--- src/rtl/nixie_display_arbiter.sv ---
// Round-robin arbiter sharing one 8-digit display among four requesters.
// A grant is held for a minimum dwell, then rotates if anyone else is waiting.
module nixie_display_arbiter #(
  parameter int unsigned HOLD_CYCLES = 50_000_000,
  parameter logic [31:0] IDLE_VALUE  = 32'h0000_0000
) (
  input  logic         CLOCK_50,
  input  logic         RESET,
  input  logic [3:0]   req,
  input  logic [127:0] req_data,
  output logic [31:0]  num,
  output logic [3:0]   grant,
  output logic [1:0]   active_id,
  output logic         switch_pulse
);

  typedef enum logic {
    IDLE,
    HOLD
  } state_e;

  localparam logic [25:0] RELOAD = 26'(HOLD_CYCLES - 1);

  state_e      state_q, state_d;
  logic [25:0] timer_q, timer_d;
  logic [1:0]  last_q, last_d;
  logic [1:0]  id_q, id_d;
  logic [3:0]  grant_q, grant_d;
  logic [31:0] num_q, num_d;
  logic        pulse_q, pulse_d;

  logic [3:0]  cand;
  logic [1:0]  idx;
  logic [1:0]  win_id;
  logic        win_found;
  logic        take_win;
  logic        go_idle;
  logic        reload;

  // Current holder is masked out so rotation always moves on.
  always_comb begin
    cand      = req & ~grant_q;
    idx       = '0;
    win_id    = last_q;
    win_found = 1'b0;
    for (int k = 1; k <= 4; k++) begin
      idx = last_q + 2'(k);
      if (!win_found && cand[idx]) begin
        win_found = 1'b1;
        win_id    = idx;
      end
    end
  end

  always_comb begin
    take_win = 1'b0;
    go_idle  = 1'b0;
    reload   = 1'b0;
    unique case (state_q)
      IDLE: begin
        if (win_found) take_win = 1'b1;
      end
      HOLD: begin
        if (!req[id_q]) begin
          if (win_found) take_win = 1'b1;
          else           go_idle  = 1'b1;
        end else if (timer_q == '0) begin
          if (win_found) take_win = 1'b1;
          else           reload   = 1'b1;
        end
      end
      default: ;
    endcase
  end

  always_comb begin
    state_d = state_q;
    last_d  = last_q;
    id_d    = id_q;
    grant_d = grant_q;
    pulse_d = 1'b0;
    timer_d = (timer_q != '0) ? timer_q - 26'd1 : '0;
    num_d   = (state_q == HOLD) ? req_data[{id_q, 5'b0} +: 32]
                                : IDLE_VALUE;
    if (take_win) begin
      state_d = HOLD;
      last_d  = win_id;
      id_d    = win_id;
      grant_d = 4'b0001 << win_id;
      timer_d = RELOAD;
      pulse_d = 1'b1;
      num_d   = req_data[{win_id, 5'b0} +: 32];
    end else if (go_idle) begin
      state_d = IDLE;
      id_d    = '0;
      grant_d = '0;
      timer_d = '0;
      pulse_d = 1'b1;
      num_d   = IDLE_VALUE;
    end else if (reload) begin
      timer_d = RELOAD;
    end
  end

  always_ff @(posedge CLOCK_50 or negedge RESET) begin
    if (!RESET) begin
      state_q <= IDLE;
      timer_q <= '0;
      last_q  <= 2'd3;
      id_q    <= '0;
      grant_q <= '0;
      num_q   <= IDLE_VALUE;
      pulse_q <= 1'b0;
    end else begin
      state_q <= state_d;
      timer_q <= timer_d;
      last_q  <= last_d;
      id_q    <= id_d;
      grant_q <= grant_d;
      num_q   <= num_d;
      pulse_q <= pulse_d;
    end
  end

  assign num          = num_q;
  assign grant        = grant_q;
  assign active_id    = id_q;
  assign switch_pulse = pulse_q;

endmodule

--- config.mk ---
export PLATFORM = sky130hd
export DESIGN_NAME = nixie_display_arbiter
export DESIGN_NICKNAME = d
export VERILOG_FILES = /design/src/rtl/nixie_display_arbiter.sv
export SDC_FILE = /design/constraint.sdc
export NUM_CORES = 1
export LEC_CHECK = 0
export ABC_CLOCK_PERIOD_IN_PS = 3450
export BUFFER_PORTS_ARGS = -buffer_cell sky130_fd_sc_hd__clkbuf_2
export CAP_MARGIN = 20
export CORE_ASPECT_RATIO = 0.75
export CORE_MARGIN = 4
export CORE_UTILIZATION = 55
export CTS_CLUSTER_DIAMETER = 60
export CTS_CLUSTER_SIZE = 16
export DETAILED_ROUTE_END_ITERATION = 7
export GPL_ROUTABILITY_DRIVEN = 0
export PLACE_DENSITY = 0.87
export SETUP_SLACK_MARGIN = 0.5
export SLEW_MARGIN = 20
export SYNTH_ARGS = -nofsm -noshare
export SYNTH_HDL_FRONTEND = slang
export SYNTH_SLANG_ARGS = --single-unit
--- constraint.sdc ---
create_clock -name CLOCK_50 -period 3.45 [get_ports CLOCK_50]
set_input_delay 0.5175 -clock CLOCK_50 [delete_from_list [all_inputs] [get_ports CLOCK_50]]
set_output_delay 0.5175 -clock CLOCK_50 [all_outputs]
set_load 0.02 [all_outputs]
; ---- After elaboration in Yosys (flattened, before gate mapping)
; Cells that the tools add are included.
[word_totals]
output_inout_bits = 39
memories = 0
wordCells = 74
latch_bits = 0
romBits = 0
ram_bits = 0
input_bits = 134
register_bits = 68
[classes]
n_addsub = 4
shifts = 3
n_reduce_logical = 9
div = 0
eq_ne = 0
mul = 0
bitwise = 3
magnitude_cmp = 5
muxes = 43
[ops]
columns = op, n
row1 = indexed part select 128 x 8 -> 32 bit, 2
row2 = 2-to-1 mux 26 bit, 4
row3 = 2-to-1 mux 32 bit, 3
row4 = logical NOT 26 bit, 1
row5 = nonzero test 26 bit, 1
row6 = "subtractor 26 x 1 -> 26 bit, second input constant", 1
row7 = 2-to-1 mux 1 bit, 22
row8 = "less-than comparator 2 x 3 -> 1 bit, second input constant", 5
row9 = 2-to-1 mux 2 bit, 6
row10 = binary-select mux 1 bit (select 2 bit), 5
row11 = 2-to-1 mux 4 bit, 2
row12 = "adder 2 bit, second input constant", 2
row13 = bitwise AND 4 bit, 1
row14 = inverter 4 bit, 1
row15 = "<< shifter 1 x 2 -> 4 bit, first input constant", 1
row16 = logical AND 1 bit, 3
row17 = logical NOT 1 bit, 3
row18 = "adder 2 x 1 -> 2 bit, second input constant", 1
row19 = case mux 1 bit (2 select lines), 1
row20 = nonzero test 2 bit, 1
row21 = inverter 1 bit, 1

; ---- Longest topological paths before layout
; Gate-level depths: netlist of the first run.
[depth]
ltp_word = 21
depth_mapped = 9
ltp_nobuf = 7

; ---- Worst setup path after synthesis of the first run
; Ideal clock, no wire load.
[synth_path]
path_type = reg2reg
startpoint = reg id_q[0] (netlist: active_id[0])
endpoint = reg num_q[30] (netlist: num[30])
t_arrival_ps = 2217
period_less_slack_ps = 2303
stages_incl_launch_ff = 9
setup_time_ps = 86
n_path_buf = 3
t_required_ps = 3364
slack_ps = 1147
path_cell_list = dfrtp_1 > buf_2 > mux4_2 > nand2_1 > a31oi_4 > or3_1 > buf_2 > buf_6 > o221ai_2
[synth_between]
elab_chain_len = 6
word_cells_on_any_way = 10
classes_between = shift (1) / mux (9)
[synth_rtl]
columns = element, line_no
row1 = start: declaration, 27  ; logic [1:0] id_q, id_d;
row2 = start signal: assignment, 118  ; id_q <= id_d;
row3 = branches (longest 5 deep; another with indexed part select 128 x 8 -> 32 bit), n/a
row4 = 2-to-1 mux 32 bit *, 85  ; if (take_win) begin
row5 = net num_d[30], 29  ; logic [31:0] num_q, num_d;
row6 = end signal: assignment, 120  ; num_q <= num_d;
row7 = end: declaration, 29
; Mark *: on every way through the listed nets, which the timed path passes. The select of a mux whose other input is x is not followed.
; A chain may end at the register's enable or synchronous reset.

; ---- Worst setup path in the final report of the first run
[layout_path]
startpoint = reg timer_q[6]
endpoint = reg num_q[15] (netlist: num[15])
[layout_between]
elab_chain_len = 5
[layout_rtl]
columns = element, line_no
row1 = start: declaration, 25  ; logic [25:0] timer_q, timer_d;
row2 = start signal: assignment, 116  ; timer_q <= timer_d;
row3 = logical NOT 26 bit, 67  ; end else if (timer_q == '0) begin
row4 = 2-to-1 mux 1 bit, 67
row5 = 2-to-1 mux 1 bit, 64  ; if (!req[id_q]) begin
row6 = case mux 1 bit (2 select lines), 59  ; unique case (state_q)
row7 = 2-to-1 mux 32 bit, 85
row8 = net num_d[15], 29
; The timed path passes the listed nets, and every way through them passes these cells.

==> metrics.yaml, run 1 <==
syn_area_per_cell_um2: 11.0
yosys-top-cells-area: "dfrtp_1, mux4_2, mux2i_1"
finalClockSkew_ps: 5.89
synth-seq-cells: 68
final_cell_mix: "clkbuf_2, dfrtp_1, mux2i_1, nand2_1, mux4_2"
ys_seq_area_frac: 0.354
hold_path_class: "in2async"
fin_nets: 732
path_class: "reg2reg"
rsz0062_at_grt: "no"
rows: 29
via_per_inst: 6.41
synth-async-reset-ratio: 1.00
drt_iter0_markers: 380
cts_num_sinks: 68
fmax_ghz: 0.391
core_area_um2: 8490
antenna_left: 0
insertion_delay_ps: 330
synth-edff-count: 0
grt_pass1_vias: 4555
synth_ff_type: "dfrtp_1"
dpl_cell_area_um2: 5760
worst_ep_arrival_time_ps: 2790
setup_tns_ps: 0
vdd_drop_max_mv: 1.68
grt_overflow: 0
r2r-end: "num[15]"
clock-root-buffer: "clkbuf_16"
vias: 4543
antenna_cells: 0
synth_top_family_by_area: "multiplexers"
tritoncts: "built"
leakage_uw: 0.00274
path_max_fanout: 24
hold_viol: 0
mappedNetlistNets: 573
htree_levels: 3
relSlewSlack: 0.422
drc: 0
status: "finished, final reports clean"
fin_ws_ps: 890
clock_path_buffers: 2
total_power_uw: 5480
rr_worst_depth: 6
startpoint: "timer_q[6]"
start_util: 0.567
synthAdderAreaFrac: 0.00520
fin_crit_sh: 0.742
grt_pass1_wl_um: 21900
numCtsBuffers: 9
setup_viol: 0
critical_path.endpoint: "num[15]"
die_x_um: 116
cap_viol_max_count: 0
dp_hpwl_um: 10500
worstReg2RegStart: "timer_q[6]"
dr.pass1.iters: 5
num_io_pins: 173
postSynthCellCount: 437
synth_compound_area_frac: 0.150
drv_slew: 0
finalCriticalPeriod_ps: 2560
ys_warn_count: 0
grt_max_degree: 70
synth_top_area_frac: 0.343
mostFrequentLayoutCell: "clkbuf_2"
hold_buffers: 0
cp-start-kind: "flip-flop"
grtUsageMet1: 0.347
cp.required_ps: 3680
die_height_um: 89.0
holdWs_ps: 299
synth_top_area_cell: "dfrtp_1"
regToRegSetupSlack_ps: 890
die-area_um2: 10300
wirelength_um: 14400
met3_usage: 0.0535
antenna_found_initial: 0
netlist_area_um2: 4810
yosys.area_share.xor_xnor: 0.0364
synth_mux_area_frac: 0.287
grt_use_total: 0.270
cts.clk_slew.worst_paths_ps: 60
fin_area_um2: 6070
met2_usage: 0.460
powerDensity_nw_per_um2: 903
worst_slew_pin_slew_ps: 867
port_buffers: 172
yosysUniqueCellTypes: 50
yosys.area_share.simple: 0.128
wl_per_cell_um: 20.3
area_growth_pct: 26.1
crit_path_end_kind: "flip-flop"
drive_gt1_frac: 0.419
top_usage_layer: "met2"
place_ws_ps: 646
==> worst min-delay path by stage <==
stage	endpoint	slack (ps)	cells after the start
2_1_floorplan	active_id[0]	220	0
3_3_place_gp	last_q[0]	530	1
3_5_place_dp	last_q[0]	530	1
4_1_cts	timer_q[8]	330	1
5_1_grt	grant[0]	370	1
6_report	grant[0]	300	1
==> timing repair <==
item | in CTS | in global routing
setup buffers | 0 | 0
gates resized for setup | 0 | 3
setup endpoints to repair | 0 | 26
==> worst max-delay path, cell delays in order, from the launching register on <==
cell and delay, ps:
dfrtp_1 450, nor4_4 500, and4b_2 460, a31o_2 290, nand3_2 250, buf_12 270, o221ai_1 230
==> cells in the mapped netlist, drive strengths merged (5+ instances only) <==
master	number
clkbuf	23
a31o	5
nor2b	6
mux2i	64
a21oi	9
nor2	18
nand3	8
nand2b	6
o21ai	20
a211oi	10
nand2	45
xnor2	10
nor4	9
dfrtp	66
o221ai	32
buf	11
mux4	33
xor2	10
inv	6
==> stage by stage <==
step,util,instances
global placement,0.678,693
floorplan,-,437
detailed placement,0.678,693
finish,0.715,709
global route,0.715,709
CTS,0.713,709
==> layout make-up <==
cell class	instances	area [µm²]
multi-input cells	329	2940
repair buffers	182	961
clock buffers	9	225
well taps	108	135
fillers	570	2420
flip-flops and latches	68	1710
inverters	6	22.5
clock inverters	7	76.3
==> routing by layer <==
layer	vias up	wire length, µm
li1	2030	-
met1	2220	5720
met2	244	7130
met3	49	989
met4	0	521
met5	-	0
==> flip-flops by register name, summed over array words and instances (netlist names) <==
register / cells
grant: 4
state_q: 1
switch_pulse: 1
active_id: 2
num: 32
last_q: 2
timer_q: 26
==> report_power, final <==
part           total [µW]  leakage (µW)  switching (µW)  internal (µW)
Clock                 921      0.000142             358            562
Sequential           1350      0.000789             207           1140
Combinational        3220       0.00181            1820           1390
Total                5480       0.00274            2390           3090
==> cells by family (layout without fill, tap and decap cells) <==
group                      count (synthesis)  after routing
and+or+nand+nor                          117            117
buffers and inverters                     40            204
xor gates and xnor gates                  20             20
muxes                                     97             97
DFF                                       68             68
AOI/OAI and AO/OA                         93             93
adders and majority gates                  2              2
(Power assumes the default switching activity.)
==> run 2, diff against run 1 <==
--- a/config.mk
+++ b/config.mk
@@ -5,17 +5,17 @@
 export SDC_FILE = /design/constraint.sdc
 export NUM_CORES = 1
 export LEC_CHECK = 0
-export ABC_CLOCK_PERIOD_IN_PS = 3450
+export ABC_CLOCK_PERIOD_IN_PS = 2300
 export BUFFER_PORTS_ARGS = -buffer_cell sky130_fd_sc_hd__clkbuf_2
 export CAP_MARGIN = 20
 export CORE_ASPECT_RATIO = 0.75
 export CORE_MARGIN = 4
-export CORE_UTILIZATION = 55
+export CORE_UTILIZATION = 46
 export CTS_CLUSTER_DIAMETER = 60
 export CTS_CLUSTER_SIZE = 16
 export DETAILED_ROUTE_END_ITERATION = 7
 export GPL_ROUTABILITY_DRIVEN = 0
-export PLACE_DENSITY = 0.87
+export PLACE_DENSITY = 0.78
 export SETUP_SLACK_MARGIN = 0.5
 export SLEW_MARGIN = 20
 export SYNTH_ARGS = -nofsm -noshare
==> constraint.sdc (replaced) <==
create_clock -name CLOCK_50 -period 2.3 [get_ports CLOCK_50]
set_input_delay 0.345 -clock CLOCK_50 [delete_from_list [all_inputs] [get_ports CLOCK_50]]
set_output_delay 0.345 -clock CLOCK_50 [all_outputs]
set_load 0.02 [all_outputs]
==> metrics.yaml, run 2 (same netlist as run 1, synthesis figures left out) <==
status: "finished, final reports clean"  # unchanged
antenna_cells: 0  # unchanged
finalCriticalPeriod_ps: 2140  # was 2560 ps
start_util: 0.470  # was 0.567
insertion_delay_ps: 330  # about the same
worst_slew_pin_slew_ps: 557  # was 867 ps
multi_input_area_um2: 3440  # was 2940 µm²
path_max_fanout: 23  # was 24
relSlewSlack: 0.629  # was 0.422
grt_pass1_wl_um: 23800  # was 21,900 µm
mostFrequentLayoutCell: "clkbuf_2"  # unchanged
cts_num_sinks: 68  # unchanged
fmax_ghz: 0.468  # was 0.391 GHz
cp-start-kind: "flip-flop"  # unchanged
crit_path_end_kind: "flip-flop"  # unchanged
finalClockSkew_ps: 8.01  # was 5.89 ps
setup_viol: 0  # unchanged
clock_path_buffers: 2  # unchanged
tritoncts: "built"  # unchanged
rows: 32  # was 29
setup_tns_ps: 0  # unchanged
vdd_drop_max_mv: 0.953  # was 1.68 mV
antenna_found_initial: 0  # unchanged
final_cell_mix: "clkbuf_2, dfrtp_1, mux2i_1, nand2_1, mux4_2"  # unchanged
worst_ep_arrival_time_ps: 2370  # was 2790 ps
powerDensity_nw_per_um2: 1380  # was 903 nW/µm²
nFillCells: 726  # was 570
leakage_uw: 0.00305  # was 0.00274 µW
grt_max_degree: 35  # was 70
largest_reg_flops: 32  # unchanged
core_area_um2: 10200  # was 8490 µm²
port_buffers: 172  # unchanged
hold_viol: 0  # unchanged
die-area_um2: 12200  # was 10,300 µm²
drv_slew: 0  # unchanged
dr.pass1.iters: 5  # unchanged
regToRegSetupSlack_ps: 160  # was 890 ps
die_height_um: 96.6  # was 89.0 µm
rsz0062_at_grt: "yes"  # was no
num_io_pins: 173  # unchanged
via_per_inst: 6.33  # was 6.41
grt_overflow: 0  # unchanged
cp.required_ps: 2530  # was 3680 ps
wirelength_um: 16800  # was 14,400 µm
clock-root-buffer: "clkbuf_16"  # unchanged
wl_per_cell_um: 21.8  # was 20.3 µm
drt_iter0_markers: 357  # was 380
drc: 0  # unchanged
final-seq-area_um2: 1710  # unchanged
grt_pass1_vias: 4810  # was 4,555
fin_nets: 765  # was 732
dp_hpwl_um: 11000  # was 10,500 µm
area_growth_pct: 44.5  # was 26.1%
fin_crit_sh: 0.928  # was 0.742
path_class: "reg2reg"  # unchanged
numCtsBuffers: 9  # unchanged
cts.clk_slew.worst_paths_ps: 50  # was 60 ps
die_x_um: 126  # was 116 µm
grt_use_total: 0.245  # was 0.270
htree_levels: 3  # unchanged
drive_gt1_frac: 0.558  # was 0.419
cap_viol_max_count: 0  # unchanged
antenna_left: 0  # unchanged
vias: 4867  # was 4,543
hold_path_class: "in2async"  # unchanged
post-route-util: 0.678  # was 0.715
-- run 2: path summary, 6_finish.rpt --
check | endpoint | from | cells after the start
max in group asynchronous | last_q[0] | RESET | 2
hold / removal | num[13] | RESET | 1
min in group CLOCK_50 | num[25] | req_data[89] | 3
hold reg to reg | last_q[1] | last_q[1] | 2
setup / recovery | num[2] | timer_q[19] | 6
setup reg to reg | num[2] | timer_q[19] | 6
-- run 2: final cells by class --
cell class,count,area share
timing repair buffer,215,0.191
multi-input combinational,329,0.495
sequential,68,0.245
inverter,6,0.00324
clock buffer,13,0.0360
tap,136,0.0245
clock inverter,2,0.00504
-- run 2: power by group --
| group | internal, µW | switching [µW] | total, µW |
|---|---|---|---|
| combinational | 2780 | 3390 | 6170 |
| sequential | 1710 | 357 | 2070 |
| clock | 862 | 481 | 1340 |
| total | 5360 | 4220 | 9580 |
-- run 2: critical path: stages, from the launching register on --
cell,delay (ps)
dfrtp_1,420
or4_4,520
nor2b_4,200
a31oi_4,110
or3_4,370
buf_12,180
o221ai_1,220
-- run 2: what timing repair did --
action | CTS | global route
cloned | 2 | 2
hold buffers | 0 | 0
gates resized for setup | 37 | 47
endpoints found under the setup margin | 68 | 69
endpoints found under the hold margin | 0 | 0
pin swaps | 3 | 9
buffers inserted | 13 | 3
-- run 2: per-layer routing --
metal,wire length [µm],GRT usage,vias to the layer above
met4,465,0.0821,0
met1,6480,0.314,2461
met2,8540,0.418,268
li1,-,-,2097
met3,1300,0.0533,41
met5,0,0,-
-- run 2: through the flow --
stage / hold WS (ps) / std cells / power (µW) / area (µm²) / setup WS [ps]
after global placement: 356 / 734 / 7110 / 6140 / 172
after CTS: 16.3 / 764 / 8980 / 6700 / 239
after global routing: 42.1 / 769 / 10000 / 6950 / 128
after floorplan: 49.4 / 437 / 5930 / 5070 / 178
final: 5.21 / 769 / 9580 / 6950 / 165
after detailed placement: 365 / 734 / 7270 / 6140 / 126
==> run 3, diff against run 2 <==
--- a/config.mk
+++ b/config.mk
@@ -16,7 +16,6 @@
 export DETAILED_ROUTE_END_ITERATION = 7
 export GPL_ROUTABILITY_DRIVEN = 0
 export PLACE_DENSITY = 0.78
-export SETUP_SLACK_MARGIN = 0.5
 export SLEW_MARGIN = 20
 export SYNTH_ARGS = -nofsm -noshare
 export SYNTH_HDL_FRONTEND = slang
==> metrics.yaml, run 3 (same netlist as run 1, synthesis figures left out) <==
drive_gt1_frac: 0.456  # was 0.558
cp.required_ps: 2530  # about the same
dr.pass1.iters: 5  # unchanged
worst_slew_pin_slew_ps: 663  # was 557 ps
die_height_um: 96.6  # unchanged
switching_share: 0.429  # was 0.441
clock-root-buffer: "clkbuf_16"  # unchanged
fin_ws_ps: 31.0  # was 165 ps
hold_viol: 0  # unchanged
drc: 0  # unchanged
setup_viol: 0  # unchanged
cp-start-kind: "flip-flop"  # unchanged
fin_nets: 758  # was 765
grt_pass1_wl_um: 22500  # was 23,800 µm
fmax_ghz: 0.441  # was 0.468 GHz
start_util: 0.470  # unchanged
powerDensity_nw_per_um2: 1350  # was 1380 nW/µm²
switchingPower_uw: 3690  # was 4220 µW
dp_hpwl_um: 11200  # was 11,000 µm
grt_max_degree: 35  # unchanged
wirelength_um: 14900  # was 16,800 µm
die-area_um2: 12200  # unchanged
grt_overflow: 0  # unchanged
final_cell_mix: "clkbuf_2, dfrtp_1, mux2i_1, nand2_1, mux4_2"  # unchanged
total_power_uw: 8610  # was 9580 µW
clock_path_buffers: 2  # unchanged
drt_iter0_markers: 267  # was 357
place_ws_ps: 49.1  # was 126 ps
vdd_drop_max_mv: 0.932  # was 0.953 mV
p_clk_frac: 0.162  # was 0.140
leakage_uw: 0.00288  # was 0.00305 µW
holdWs_ps: 7.22  # was 5.21 ps
drv_slew: 0  # unchanged
wl_per_cell_um: 19.6  # was 21.8 µm
grt_pass1_vias: 4729  # was 4,810
finalClockSkew_ps: 7.45  # was 8.01 ps
status: "finished, final reports clean"  # unchanged
area_growth_pct: 32.6  # was 44.5%
path_class: "reg2reg"  # unchanged
relSlewSlack: 0.558  # was 0.629
cts_num_sinks: 68  # unchanged
largest_reg_flops: 32  # unchanged
tritoncts: "built"  # unchanged
die_x_um: 126  # unchanged
cts.clk_slew.worst_paths_ps: 60  # was 50 ps
nFillCells: 838  # was 726
rows: 32  # unchanged
rsz0062_at_grt: "yes"  # unchanged
insertion_delay_ps: 330  # about the same
worst_ep_arrival_time_ps: 2500  # was 2370 ps
vias: 4643  # was 4,867
p_int_uw: 4910  # was 5360 µW
htree_levels: 3  # unchanged
setup_tns_ps: 0  # unchanged
path_max_fanout: 33  # was 23
antenna_left: 0  # unchanged
pwr-share-seq: 0.231  # was 0.216
mostFrequentLayoutCell: "clkbuf_2"  # unchanged
antenna_found_initial: 0  # unchanged
fin_crit_sh: 0.987  # was 0.928
grt_use_total: 0.229  # was 0.245
crit_path_end_kind: "flip-flop"  # unchanged
hold_path_class: "in2async"  # unchanged
core_area_um2: 10200  # unchanged
port_buffers: 172  # unchanged
hold_buffers: 0  # unchanged
combPwrFrac: 0.606  # was 0.644
final_cells: 763  # was 769
cap_viol_max_count: 0  # unchanged
antenna_cells: 0  # unchanged
dp.cells: 744  # was 734
regToRegSetupSlack_ps: 30  # was 160 ps
num_io_pins: 173  # unchanged
finalCriticalPeriod_ps: 2270  # was 2140 ps
via_per_inst: 6.09  # was 6.33
numCtsBuffers: 9  # unchanged
run 3: cell count changes in the layout (fill, tap and decap cells not counted), sizes merged:
cell | previous run | this run
inv | 6 | 7
clkinv | 1 | 3
clkinvlp | 0 | 2
clkbuf | 185 | 180
buf | 43 | 37
run 3: power groups by stage:
stage,Clock [µW],Combinational [µW],Sequential (µW)
after detailed placement,0,5140,1990
after global placement,0,4960,1990
after global routing,1460,5590,2050
after floorplan,0,3230,2360
after CTS,1410,5170,1980
final,1400,5220,1990
run 3: path summary, 6_finish.rpt:
kind                              startpoint         to  cells past startpoint
worst max register to register   timer_q[12]    num[28]                      7
max in group asynchronous              RESET  last_q[0]                      2
worst max-delay path             timer_q[12]    num[28]                      7
worst min register to register     last_q[1]  last_q[1]                      2
min in group CLOCK_50           req_data[62]    num[30]                      3
worst min-delay path                   RESET    num[14]                      1
run 3: final cells by class:
cell class                 count  area, µm²  share of cell area
clock buffer                   9        225              0.0353
clock inverter                 7       76.3              0.0120
inverter                       6       22.5             0.00353
multi-input combinational    329       2990               0.468
sequential                    68       1710               0.267
tap                          136        170              0.0267
timing repair buffer         208       1200               0.188
run 3: what timing repair did:
item | CTS | global route
buffers inserted | 0 | 3
pin swaps | 0 | 2
setup endpoints to repair | 9 | 52
resized for setup | 1 | 11
run 3: per-stage QoR:
step	cell area [µm²]	utilization
floorplan	4820	-
global placement	6000	0.585
detailed placement	6000	0.585
CTS	6300	0.615
global route	6380	0.623
finish	6380	0.623
run 3: critical path, cell delays in order (launching register included):
cell and delay (ps):
dfrtp_1 420, nor4_2 330, buf_4 180, and4b_2 310
a31oi_4 100, or3_1 400, buf_12 200, o221ai_1 210
run 3: routing by layer:
| metal | global-route usage | vias to the layer above | part of all wire |
|---|---|---|---|
| li1 | - | 2082 | - |
| met1 | 0.297 | 2328 | 0.41 |
| met2 | 0.396 | 205 | 0.51 |
| met3 | 0.0484 | 28 | 0.060 |
| met4 | 0.0589 | 0 | 0.015 |
| met5 | 0 | - | 0 |
